$ cat src/rtl/mem_arb_pkg.sv
`default_nettype none
//------------------------------------------------------------------------------
// Module   : mem_arb_pkg
// Purpose  : Shared types and constants for the two-port memory arbiter.
// Revision : 1.0  initial release
//------------------------------------------------------------------------------
package mem_arb_pkg;

    typedef enum logic [1:0] {
        IDLE = 2'd0,
        BUSY = 2'd1,
        DONE = 2'd2
    } arb_state_t;

    localparam logic PORT0          = 1'b0;
    localparam logic PORT1          = 1'b1;
    // Port 1 counts as the previous owner out of reset so port 0 wins the
    // first contention.
    localparam logic LAST_OWNER_RST = PORT1;

    // Round-robin pick: a lone requester always wins; under contention the
    // port that did not own the memory last time wins.
    function automatic logic pick_winner(input logic r0, input logic r1,
                                         input logic last_owner);
        if (r0 && r1) begin
            return ~last_owner;
        end
        return r1 ? PORT1 : PORT0;
    endfunction

endpackage
`default_nettype wire

$ cat src/rtl/arb_wait_counter.sv
`default_nettype none
//------------------------------------------------------------------------------
// Module   : arb_wait_counter
// Purpose  : Loadable down-counter with zero flag; paces the fixed memory
//            latency of one access.
// Revision : 1.0  initial release
//------------------------------------------------------------------------------
module arb_wait_counter #(
    parameter int WIDTH = 2
) (
    input  logic             clk,
    input  logic             reset,     // asynchronous, active-low
    input  logic             load,
    input  logic [WIDTH-1:0] load_val,
    input  logic             dec,
    output logic             zero
);

    logic [WIDTH-1:0] cnt_q;
    logic [WIDTH-1:0] cnt_d;

    // Load has priority over decrement; otherwise hold.
    always_comb begin
        cnt_d = cnt_q;
        if (load) begin
            cnt_d = load_val;
        end else if (dec) begin
            cnt_d = cnt_q - WIDTH'(1);
        end
    end

    // Counter register.
    always_ff @(posedge clk or negedge reset) begin
        if (!reset) begin
            cnt_q <= '0;
        end else begin
            cnt_q <= cnt_d;
        end
    end

    assign zero = (cnt_q == '0);

endmodule
`default_nettype wire

$ cat src/rtl/mem_port_arbiter.sv
`default_nettype none
//------------------------------------------------------------------------------
// Module   : mem_port_arbiter
// Purpose  : Round-robin arbiter sharing one single-port, fixed-latency memory
//            between a word port (0) and a byte port (1).
// Revision : 1.0  initial release
//------------------------------------------------------------------------------
module mem_port_arbiter
    import mem_arb_pkg::*;
#(
    parameter int DW          = 16,
    parameter int AW          = 8,
    parameter int MEM_LATENCY = 2
) (
    input  logic          clk,
    input  logic          reset,      // asynchronous, active-low
    input  logic          req0,
    input  logic [AW-1:0] addr0,
    input  logic [DW-1:0] wdata0,
    input  logic          we0,
    input  logic          req1,
    input  logic [AW-1:0] addr1,
    input  logic [7:0]    wdata1,
    input  logic          we1,
    output logic          gnt0,
    output logic          gnt1,
    output logic          done0,
    output logic          done1,
    output logic [DW-1:0] rdata,
    output logic          mux_sel,
    output logic          mem_en,
    output logic          mem_we,
    output logic [AW-1:0] mem_addr,
    output logic [DW-1:0] mem_wdata,
    input  logic [DW-1:0] mem_rdata
);

    localparam int          CW       = $clog2(MEM_LATENCY) + 1;
    localparam logic [CW-1:0] CNT_LOAD = CW'(MEM_LATENCY - 1);

    arb_state_t    state_q,      state_d;
    logic          mux_sel_q,    mux_sel_d;
    logic          last_owner_q, last_owner_d;
    logic          gnt0_q,       gnt0_d;
    logic          gnt1_q,       gnt1_d;
    logic          done0_q,      done0_d;
    logic          done1_q,      done1_d;
    logic          mem_en_q,     mem_en_d;
    logic          mem_we_q,     mem_we_d;
    logic [AW-1:0] mem_addr_q,   mem_addr_d;
    logic [DW-1:0] mem_wdata_q,  mem_wdata_d;
    logic [DW-1:0] rdata_q,      rdata_d;

    logic          cnt_load;
    logic          cnt_dec;
    logic          cnt_zero;
    logic          winner;

    arb_wait_counter #(
        .WIDTH (CW)
    ) u_wait_cnt (
        .clk      (clk),
        .reset    (reset),
        .load     (cnt_load),
        .load_val (CNT_LOAD),
        .dec      (cnt_dec),
        .zero     (cnt_zero)
    );

    assign winner = pick_winner(req0, req1, last_owner_q);

    // Next-state and registered-output logic: grant latches the winner's
    // request, BUSY counts out the memory latency, DONE pulses completion.
    always_comb begin
        state_d      = state_q;
        mux_sel_d    = mux_sel_q;
        last_owner_d = last_owner_q;
        gnt0_d       = 1'b0;
        gnt1_d       = 1'b0;
        done0_d      = 1'b0;
        done1_d      = 1'b0;
        mem_en_d     = mem_en_q;
        mem_we_d     = mem_we_q;
        mem_addr_d   = mem_addr_q;
        mem_wdata_d  = mem_wdata_q;
        rdata_d      = rdata_q;
        cnt_load     = 1'b0;
        cnt_dec      = 1'b0;

        case (state_q)
            IDLE: begin
                if (req0 || req1) begin
                    state_d      = BUSY;
                    mux_sel_d    = winner;
                    last_owner_d = winner;
                    cnt_load     = 1'b1;
                    mem_en_d     = 1'b1;
                    if (winner == PORT1) begin
                        gnt1_d      = 1'b1;
                        mem_we_d    = we1;
                        mem_addr_d  = addr1;
                        mem_wdata_d = DW'(wdata1);
                    end else begin
                        gnt0_d      = 1'b1;
                        mem_we_d    = we0;
                        mem_addr_d  = addr0;
                        mem_wdata_d = wdata0;
                    end
                end
            end
            BUSY: begin
                if (cnt_zero) begin
                    state_d  = DONE;
                    mem_en_d = 1'b0;
                    mem_we_d = 1'b0;
                    done0_d  = (mux_sel_q == PORT0);
                    done1_d  = (mux_sel_q == PORT1);
                    if (!mem_we_q) begin
                        rdata_d = mem_rdata;
                    end
                end else begin
                    cnt_dec = 1'b1;
                end
            end
            DONE: begin
                state_d = IDLE;
            end
            default: begin
                state_d  = IDLE;
                mem_en_d = 1'b0;
                mem_we_d = 1'b0;
            end
        endcase
    end

    // State and output registers; reset abandons any in-flight access.
    always_ff @(posedge clk or negedge reset) begin
        if (!reset) begin
            state_q      <= IDLE;
            mux_sel_q    <= PORT0;
            last_owner_q <= LAST_OWNER_RST;
            gnt0_q       <= 1'b0;
            gnt1_q       <= 1'b0;
            done0_q      <= 1'b0;
            done1_q      <= 1'b0;
            mem_en_q     <= 1'b0;
            mem_we_q     <= 1'b0;
            mem_addr_q   <= '0;
            mem_wdata_q  <= '0;
            rdata_q      <= '0;
        end else begin
            state_q      <= state_d;
            mux_sel_q    <= mux_sel_d;
            last_owner_q <= last_owner_d;
            gnt0_q       <= gnt0_d;
            gnt1_q       <= gnt1_d;
            done0_q      <= done0_d;
            done1_q      <= done1_d;
            mem_en_q     <= mem_en_d;
            mem_we_q     <= mem_we_d;
            mem_addr_q   <= mem_addr_d;
            mem_wdata_q  <= mem_wdata_d;
            rdata_q      <= rdata_d;
        end
    end

    assign gnt0      = gnt0_q;
    assign gnt1      = gnt1_q;
    assign done0     = done0_q;
    assign done1     = done1_q;
    assign rdata     = rdata_q;
    assign mux_sel   = mux_sel_q;
    assign mem_en    = mem_en_q;
    assign mem_we    = mem_we_q;
    assign mem_addr  = mem_addr_q;
    assign mem_wdata = mem_wdata_q;

endmodule
`default_nettype wire

$ cat config.mk
export PLATFORM = sky130hd
export DESIGN_NAME = mem_port_arbiter
export DESIGN_NICKNAME = d
export VERILOG_FILES = /design/src/rtl/mem_arb_pkg.sv /design/src/rtl/arb_wait_counter.sv /design/src/rtl/mem_port_arbiter.sv
export SDC_FILE = /design/constraint.sdc
export NUM_CORES = 1
export LEC_CHECK = 0
export BUFFER_PORTS_ARGS = -buffer_cell sky130_fd_sc_hd__buf_4
export CORE_ASPECT_RATIO = 0.75
export CORE_MARGIN = 2
export CORE_UTILIZATION = 34
export CTS_CLUSTER_DIAMETER = 30
export DETAILED_ROUTE_END_ITERATION = 10
export GPL_TIMING_DRIVEN = 1
export HOLD_SLACK_MARGIN = 0.08
export PLACE_DENSITY = 0.65
export SYNTH_ARGS = -nofsm -noshare
export SYNTH_HDL_FRONTEND = slang
export SYNTH_HIERARCHICAL = 1
export SYNTH_SLANG_ARGS = --single-unit
$ cat constraint.sdc
create_clock -name clk -period 1.6 [get_ports clk]
set_input_delay 0 -clock clk [delete_from_list [all_inputs] [get_ports clk]]
set_output_delay 0 -clock clk [all_outputs]
set_load 0.1 [all_outputs]
==> results.toml, run 1 <==
[hold_path]
min-delay-start = "req0"
hold_class = "input port to register"
worstHoldPathCells = 4
hold_end = "mem_en"

[timing]
hold_ws_ns = 0.135
period_share_pct = 96.8
max_freq_mhz = 646
max_slew_margin_pct = 56.3
final.setup_skew_ns = 0.0102
finalHoldViolCount = 0
period_minus_slack_ns = 1.55
tightestPinTransition_ns = 0.655
rsz0062_at_grt = "true"
maxSlewViolCount = 0
setup_viol = 0

[setup_path]
worst_setup_path_start_kind = "register"
reg2reg_depth = 6
required_ns = 1.79
crit_path_end_kind = "register"
reg2reg_setup_slack_ns = 0.05
cp.arrival_ns = 1.74
rr_endpoint = "rdata[10]"
crit_type = "register to register"
crit-reg2reg-launch = "u_wait_cnt/cnt_q[0]"
cp_max_fo = 16

[route]
avgRoutedWirePerCell_microns = 14.6
drt-vias-per-instance = 4.63
first_iter_violations = 48
drt_pass1_iterations = 4
routed_wl_microns = 5980
vias = 1897
drc = 0
ant_nets = 0

[synthesis]
synthXorXnorAreaFrac_pct = 0.409
ys_seq_area_share_pct = 60.8
yosysUniqueCellTypes = 31
avgSynthCellArea_sq_um = 14.3
synthArstFlopShare_pct = 100
synth_edf_count = 0
synth_cells = 150
synth_adder_area_share_pct = 0.584
synthFlopType = "dfrtp_1"
yosys_warnings = 6
synth_compound_area_share_pct = 11.6
synth-simple-area-share_pct = 8.06
muxShareOfSynthArea_pct = 15.6
synth_top_family_by_area = "multiplexers"
ys_ff_latch = 52
netlist_area_sq_mm = 0.00214
synth_nets = 213

[cells_and_area]
final_area_sq_mm = 0.00383
stdcell_count = 410
final_cell_mix = "buf_4 (114), dlygate4sd3_1 (61), dfrtp_1 (50)"
nets = 391
layout_commonest_cell = "buf_4"
drive_gt1_share_pct = 52.0
area_delta_synth_final_pct = 78.7
diodes = 0

[floorplanning]
coreArea_sq_mm = 0.00619
initial_utilization_pct = 34.6
chipWidth_microns = 95.7
fp.dieH_microns = 72.8
rows = 25
ioPinCount = 109
dieArea_sq_mm = 0.00696

[place]
post_dp_cell_area_sq_mm = 0.00311
dp.cells = 339
io_buffers = 108
hpwl_microns = 3650
place.gp.congestion = 0.666

[clocking]
cts_tree = "built"
cts_htree_levels = 2
root_buffer = "clkbuf_8"
clockBufferDepth = 2
clkTransAtPathRegs_ns = 0.10
cts_buffers = 5
clock-sinks = 52
insertion_delay_ns = 0.30

[global_route]
grt_antenna_before_repair = 0
grt_pass1_vias = 1956
grt.total_usage_pct = 17.9
grt_pass1_wl_microns = 9400
grt_max_degree = 53
grt-ovfl-total = 0

[status]
outcome = "finished, final reports clean"

[job]
drv_cap = 0
registers in the layout (all words and copies together), names as in the netlist:
name / count
mem_en: 1
done0: 1
u_wait_cnt/cnt_q: 2
mem_addr: 8
state_q: 2
mux_sel: 1
last_owner_q: 1
mem_wdata: 16
mem_we: 1
done1: 1
rdata: 16
gnt0: 1
gnt1: 1
layer usage:
metal  track usage (%)  vias to the layer above  share of wire [%]
li1                  -                      894                  -
met1              21.6                      903                 43
met2              30.2                       94                 47
met3              5.48                        6                8.2
met4              6.67                        0                1.1
met5                 0                        -                  0
critical path, cell delays in order (launching register included):
cell and delay [ns]:
dfrtp_1 0.39, inv_1 0.06, ha_2 0.18, nand3b_1 0.15, nor2_4 0.16, buf_12 0.16
mux2_2 0.34
how the worst max path moves through the flow:
stage / start / endpoint / slack (ns) / depth (start not counted)
2_1_floorplan: u_wait_cnt/cnt_q[0] / rdata[0] / 0.04 / 6
3_3_place_gp: last_owner_q / mem_wdata[4] / 0.1 / 3
3_5_place_dp: u_wait_cnt/cnt_q[0] / rdata[10] / 0.03 / 6
4_1_cts: u_wait_cnt/cnt_q[0] / rdata[10] / 0.005 / 6
5_1_grt: u_wait_cnt/cnt_q[0] / rdata[13] / -0.02 / 6
6_report: u_wait_cnt/cnt_q[0] / rdata[10] / 0.05 / 6
through the flow:
step,util [%],setup TNS (ns),worst slack (ns)
2_1_floorplan,-,0,0.0373
3_3_place_gp,50.2,0,0.0950
3_5_place_dp,50.2,0,0.0276
4_1_cts,61.6,0,0.00494
5_1_grt,61.8,-0.154,-0.0221
6_report,61.8,0,0.0517
repair_timing:
action / in CTS / in global routing
buffers inserted: 0 / 2
hold buffers: 61 / 0
setup endpoints to repair: 0 / 17
endpoints found under the hold margin: 93 / 0
resized for setup: 0 / 1
synth_stat cells (2+ instances only):
library cell | instances | area, sq um
nand2_1 | 4 | 15.0
clkbuf_1 | 2 | 7.51
conb_1 | 2 | 7.51
buf_2 | 3 | 15.0
o21ai_0 | 3 | 15.0
nor2_1 | 3 | 11.3
a221o_2 | 10 | 113
a21o_1 | 2 | 15.0
a22o_1 | 8 | 70.1
mux2_2 | 28 | 315
and3_1 | 10 | 62.6
dfrtp_1 | 51 | 1280
mux2i_1 | 2 | 20.0
and2_1 | 2 | 12.5
inv_1 | 4 | 15.0
layout make-up:
type	instances	area (sq um)
Clock inverter	3	23.8
Fill cell	474	2360
Tap cell	81	101
Timing Repair Buffer	178	1530
Inverter	4	15.0
Multi-Input combinational cell	87	791
Sequential cell	52	1300
Clock buffer	5	68.8
cells by family after synthesis:
| kind of cell | after synthesis |
|---|---|
| buf+inv | 11 |
| fa+ha+maj | 1 |
| compound gates | 26 |
| mux | 30 |
| flops | 52 |
| simple gates | 27 |
| xor+xnor | 1 |
| other cells | 2 |
Power of run 1 is left out: the tool's default activity adds up to more than one toggle a clock period on the data nets, which glitch-free logic cannot reach.
==> inputs of run 2 (changes only) <==
- ABC_AREA: not set -> 1
- PLACE_DENSITY: 0.65 -> not set
- SYNTH_HIERARCHICAL: 1 -> not set
==> run 2 against run 1 <==
Utilization decreased by 1.7 points. Sequential share of layout area decreased by 0.24 points. Final cell count increased by 29%. Via count increased by 22%. Hold slack got worse by 0.026 ns. Synthesized area increased by 7.2%. Die area increased by 6.9%. Design area increased by 0.72%. Critical endpoint is now rdata[7]. First-iteration DRC count increased by 33%. Register-to-register slack improved by 0.14 ns. Fmax increased by 9.8%.
==> results.toml, run 2 <==
[status]
outcome = "finished, final reports clean"

[route]
ant_nets = 0
drt_pass1_iterations = 5
vias = 2315
drt-vias-per-instance = 4.38
avgRoutedWirePerCell_microns = 11.9
drc = 0
first_iter_violations = 64
routed_wl_microns = 6280

[timing]
final.setup_skew_ns = 0.00561
max_slew_margin_pct = 57.6
finalHoldViolCount = 0
tightestPinTransition_ns = 0.636
period_minus_slack_ns = 1.41
period_share_pct = 88.1
setup_viol = 0
rsz0062_at_grt = "false"
max_freq_mhz = 709
maxSlewViolCount = 0
setup_tns_ns = 0

[floorplanning]
rows = 25
initial_utilization_pct = 35.8
fp.dieH_microns = 75.2
ioPinCount = 109
dieArea_sq_mm = 0.00744
chipWidth_microns = 98.9
coreArea_sq_mm = 0.00641

[cells_and_area]
layout_commonest_cell = "nand2_1"
drive_gt1_share_pct = 28.6
final_cell_mix = "nand2_1 (133), buf_4 (113), dlygate4sd3_1 (59)"
area_delta_synth_final_pct = 67.8
diodes = 0
nets = 509

[setup_path]
crit-reg2reg-launch = "u_wait_cnt.cnt_q[0]"
crit_path_end_kind = "register"
required_ns = 1.83
crit_start = "u_wait_cnt.cnt_q[0]"
crit_slowest_cell = "dfrtp_1"
worst_setup_path_start_kind = "register"
cp_max_fo = 9
slowest_delay_ns = 0.39
cp.arrival_ns = 1.64
crit_type = "register to register"
path_cells = "inv_1 > ha_1 > inv_2 > nor2_4 > buf_4 > nand3_1 > nand2_1"

[synthesis]
yosys.cell_count.top_type = "nand2_1"
ys_ff_latch = 52
ys_seq_area_share_pct = 56.7
synth_nets = 343
synthArstFlopShare_pct = 100
synthFlopType = "dfrtp_1"
post-synth-top-area-cell = "dfrtp_1"
yosys-top-cells-area = "dfrtp_1 (56%), nand2_1 (22%), nand3_1 (7.2%), inv_1 (2.6%), buf_4 (2.3%)"
synth_edf_count = 0
yosysUniqueCellTypes = 18
yosys_warnings = 0
synth_cells = 280
yosys-top-cells-count = "nand2_1 (133), dfrtp_1 (51), nand3_1 (33), inv_1 (16), o21ai_0 (10)"
netlist_area_sq_mm = 0.00230
synth_top_area_share_pct = 55.5
avgSynthCellArea_sq_um = 8.21

[hold_path]
hold_class = "input port to register"
min-delay-start = "req0"

[clocking]
cts_tree = "built"
post-cts-setup-buffers = 0
clockBufferDepth = 2
cts_buffers = 5
clkTransAtPathRegs_ns = 0.09
insertion_delay_ns = 0.29
cts_htree_levels = 2
root_buffer = "clkbuf_8"
clock-sinks = 52

[place]
io_buffers = 108
hpwl_microns = 4170
place.gp.congestion = 0.734

[global_route]
grt_antenna_before_repair = 0
grt_max_degree = 53
grt_pass1_vias = 2231
grt-ovfl-total = 0
grt_pass1_wl_microns = 9950
grt.total_usage_pct = 16.7

[job]
drv_cap = 0
==> run 2: cell types whose count changed after synthesis, moves of 7 or more <==
| cell | previous run | this run |
|---|---|---|
| inv_1 | 4 | 16 |
| nand3_1 | 0 | 33 |
| and3_1 | 10 | 0 |
| nand2_1 | 4 | 133 |
| a22o_1 | 8 | 0 |
| a221o_2 | 10 | 0 |
| o21ai_0 | 3 | 10 |
| mux2_2 | 28 | 0 |
==> run 2: critical path: cells and delay by family (launching register included) <==
kind / cells / cell delay, ns
and+or+nand+nor: 3 / 0.39
buffers and inverters: 3 / 0.36
adders and majority gates: 1 / 0.20
DFF: 1 / 0.39
==> run 2: worst paths after layout <==
| check | end | slack [ns] | cells after the start |
|---|---|---|---|
| hold reg to reg | done0 | 0.45 | 1 |
| min in group asynchronous | rdata[3] | 0.27 | 2 |
| setup / recovery | rdata[7] | 0.19 | 7 |
| setup reg to reg | rdata[7] | 0.19 | 7 |
| hold / removal | mem_we | 0.11 | 5 |
| max in group asynchronous | mem_we | 0.87 | 2 |
==> run 2: metal layers <==
layer	wire length [microns]	track usage, %	share of wire, %
met5	0	0	0
met1	2830	21.6	45
met2	2990	28.5	48
met4	25	3.20	0.40
met3	431	5.01	6.9
==> run 2: logic make-up (layout without fill, tap and decap cells) <==
kind of cell               count (synthesis)  after routing  share of synthesized area [%]
and+or+nand+nor                          180            180                           32.3
DFF                                       52             52                           56.7
buffers and inverters                     31            198                           7.02
AOI/OAI and AO/OA                         16             16                           3.48
adders and majority gates                  1              1                          0.544
==> run 2: cell type report <==
cell class	instances	area, sq um
Inverter	17	63.8
Clock buffer	8	90.1
Timing Repair Buffer	173	1460
Sequential cell	52	1300
Multi-Input combinational cell	197	840
Fill cell	570	2550
Tap cell	81	101
==> run 2: through the flow <==
step                std cells  hold WS [ns]  utilization (%)  setup WS (ns)  area (sq um)
floorplan                 280        -0.296                -          0.235          2300
global placement          461        0.0757             49.5          0.220          3170
detailed placement        461        0.0759             49.5          0.131          3170
CTS                       528        0.0965             60.1          0.108          3850
global route              528         0.133             60.2         0.0989          3860
finish                    528         0.109             60.2          0.190          3860
==> run 2: timing repair <==
item	in CTS	in global routing
setup endpoints to repair	0	1
hold buffers	59	0
hold endpoints to repair	92	0
resized for setup	0	1
Power of run 2 is left out for the same reason.
==> inputs of run 3 (changes only) <==
- clock period: 1.6 -> 1.55 ns (I/O delays scaled with it)
==> run 3 against run 2 <==
Critical path depth did not move. Final cell count rose by 0.19%. Global-route usage rose by 0.44 points. Utilization rose by 0.72 points. Worst setup slack got worse by 0.032 ns. Count of clock-buffer cells in the layout fell by 1. Die area did not move. Largest cell class unchanged. Highest routed layer unchanged.
==> results.toml, run 3 (synthesis results as in run 2) <==
[timing]
final.setup_skew_ns = 0.00793
rsz0062_at_grt = "false"
setup_tns_ns = 0
max_slew_margin_pct = 56.5
setup_viol = 0
period_minus_slack_ns = 1.39
maxSlewViolCount = 0
finalHoldViolCount = 0
finalWorstSetupSlack_ns = 0.158
tightestPinTransition_ns = 0.653
max_freq_mhz = 718
period_share_pct = 89.8

[clocking]
clock-sinks = 52
cts_htree_levels = 2
insertion_delay_ns = 0.31
cts_tree = "built"
root_buffer = "clkbuf_8"
clkTransAtPathRegs_ns = 0.10
cts_buffers = 5
clockBufferDepth = 2

[cells_and_area]
final_cell_mix = "nand2_1 (133), buf_4 (113), dlygate4sd3_1 (60)"
diodes = 0
drive_gt1_share_pct = 29.0
fillers = 567
nets = 510
area_delta_synth_final_pct = 69.8
final_area_sq_mm = 0.00390
layout_commonest_cell = "nand2_1"

[route]
routed_wl_microns = 6360
ant_nets = 0
drt-vias-per-instance = 4.43
drc = 0
first_iter_violations = 71
avgRoutedWirePerCell_microns = 12.0
drt_pass1_iterations = 4
vias = 2342

[global_route]
grt-ovfl-total = 0
grt_max_degree = 53
grt_antenna_before_repair = 0
grt_pass1_vias = 2277
grt.total_usage_pct = 17.2
grt_pass1_wl_microns = 10100

[floorplanning]
ioPinCount = 109
dieArea_sq_mm = 0.00744
rows = 25
initial_utilization_pct = 35.8
chipWidth_microns = 98.9
fp.dieH_microns = 75.2
coreArea_sq_mm = 0.00641

[setup_path]
required_ns = 1.80
crit_type = "register to register"
cp_max_fo = 9
crit_path_end_kind = "register"
worst_setup_path_start_kind = "register"
cp.arrival_ns = 1.64

[place]
io_buffers = 108
place.gp.congestion = 0.734
hpwl_microns = 4190
dp_slack_ns = 0.0885
post_dp_cell_area_sq_mm = 0.00317

[hold_path]
hold_class = "input port to register"

[status]
outcome = "finished, final reports clean"

[job]
drv_cap = 0
run 3: metal layers:
| layer | global-route usage [%] | up-vias | routed length (microns) |
|---|---|---|---|
| met4 | 5.33 | 0 | 79 |
| met5 | 0 | - | 0 |
| met3 | 5.11 | 10 | 401 |
| met1 | 21.6 | 1065 | 2880 |
| li1 | - | 1202 | - |
| met2 | 29.1 | 65 | 3000 |
run 3: path summary, 6_finish.rpt:
path	startpoint	end	depth (start not counted)	slack (ns)
max in group asynchronous	reset	mem_we	2	0.80
hold reg to reg	mux_sel	done0	1	0.45
setup reg to reg	u_wait_cnt.cnt_q[0]	rdata[7]	7	0.16
setup / recovery	u_wait_cnt.cnt_q[0]	rdata[7]	7	0.16
min in group asynchronous	reset	rdata[3]	2	0.26
hold / removal	req1	mem_wdata[7]	5	0.12
run 3: timing repair:
item / in CTS / in global routing
hold buffers: 60 / 0
setup endpoints to repair: 0 / 11
setup buffers: 0 / 0
resized for setup: 0 / 1
hold endpoints to repair: 92 / 0
run 3: area by class of cell:
class	instances	area, sq um	area share, %
timing repair buffer	174	1470	37.6
sequential	52	1300	33.4
multi-input combinational	197	840	21.5
tap	81	101	2.60
clock buffer	7	96.3	2.47
inverter	17	63.8	1.63
clock inverter	1	30.0	0.769
run 3: through the flow:
stage / hold WS (ns) / instances / util, %
2_1_floorplan: -0.296 / 280 / -
3_3_place_gp: 0.0757 / 461 / 49.5
3_5_place_dp: 0.0751 / 461 / 49.5
4_1_cts: 0.109 / 529 / 60.8
5_1_grt: 0.129 / 529 / 60.9
6_report: 0.123 / 529 / 60.9
run 3: worst max-delay path: stages (launching register included):
cell and delay (ns):
dfrtp_1 0.39, inv_1 0.08, ha_1 0.20, inv_2 0.07, nor2_4 0.21, buf_4 0.22
nand3_1 0.08, nand2_1 0.08
Power of run 3 is left out for the same reason.
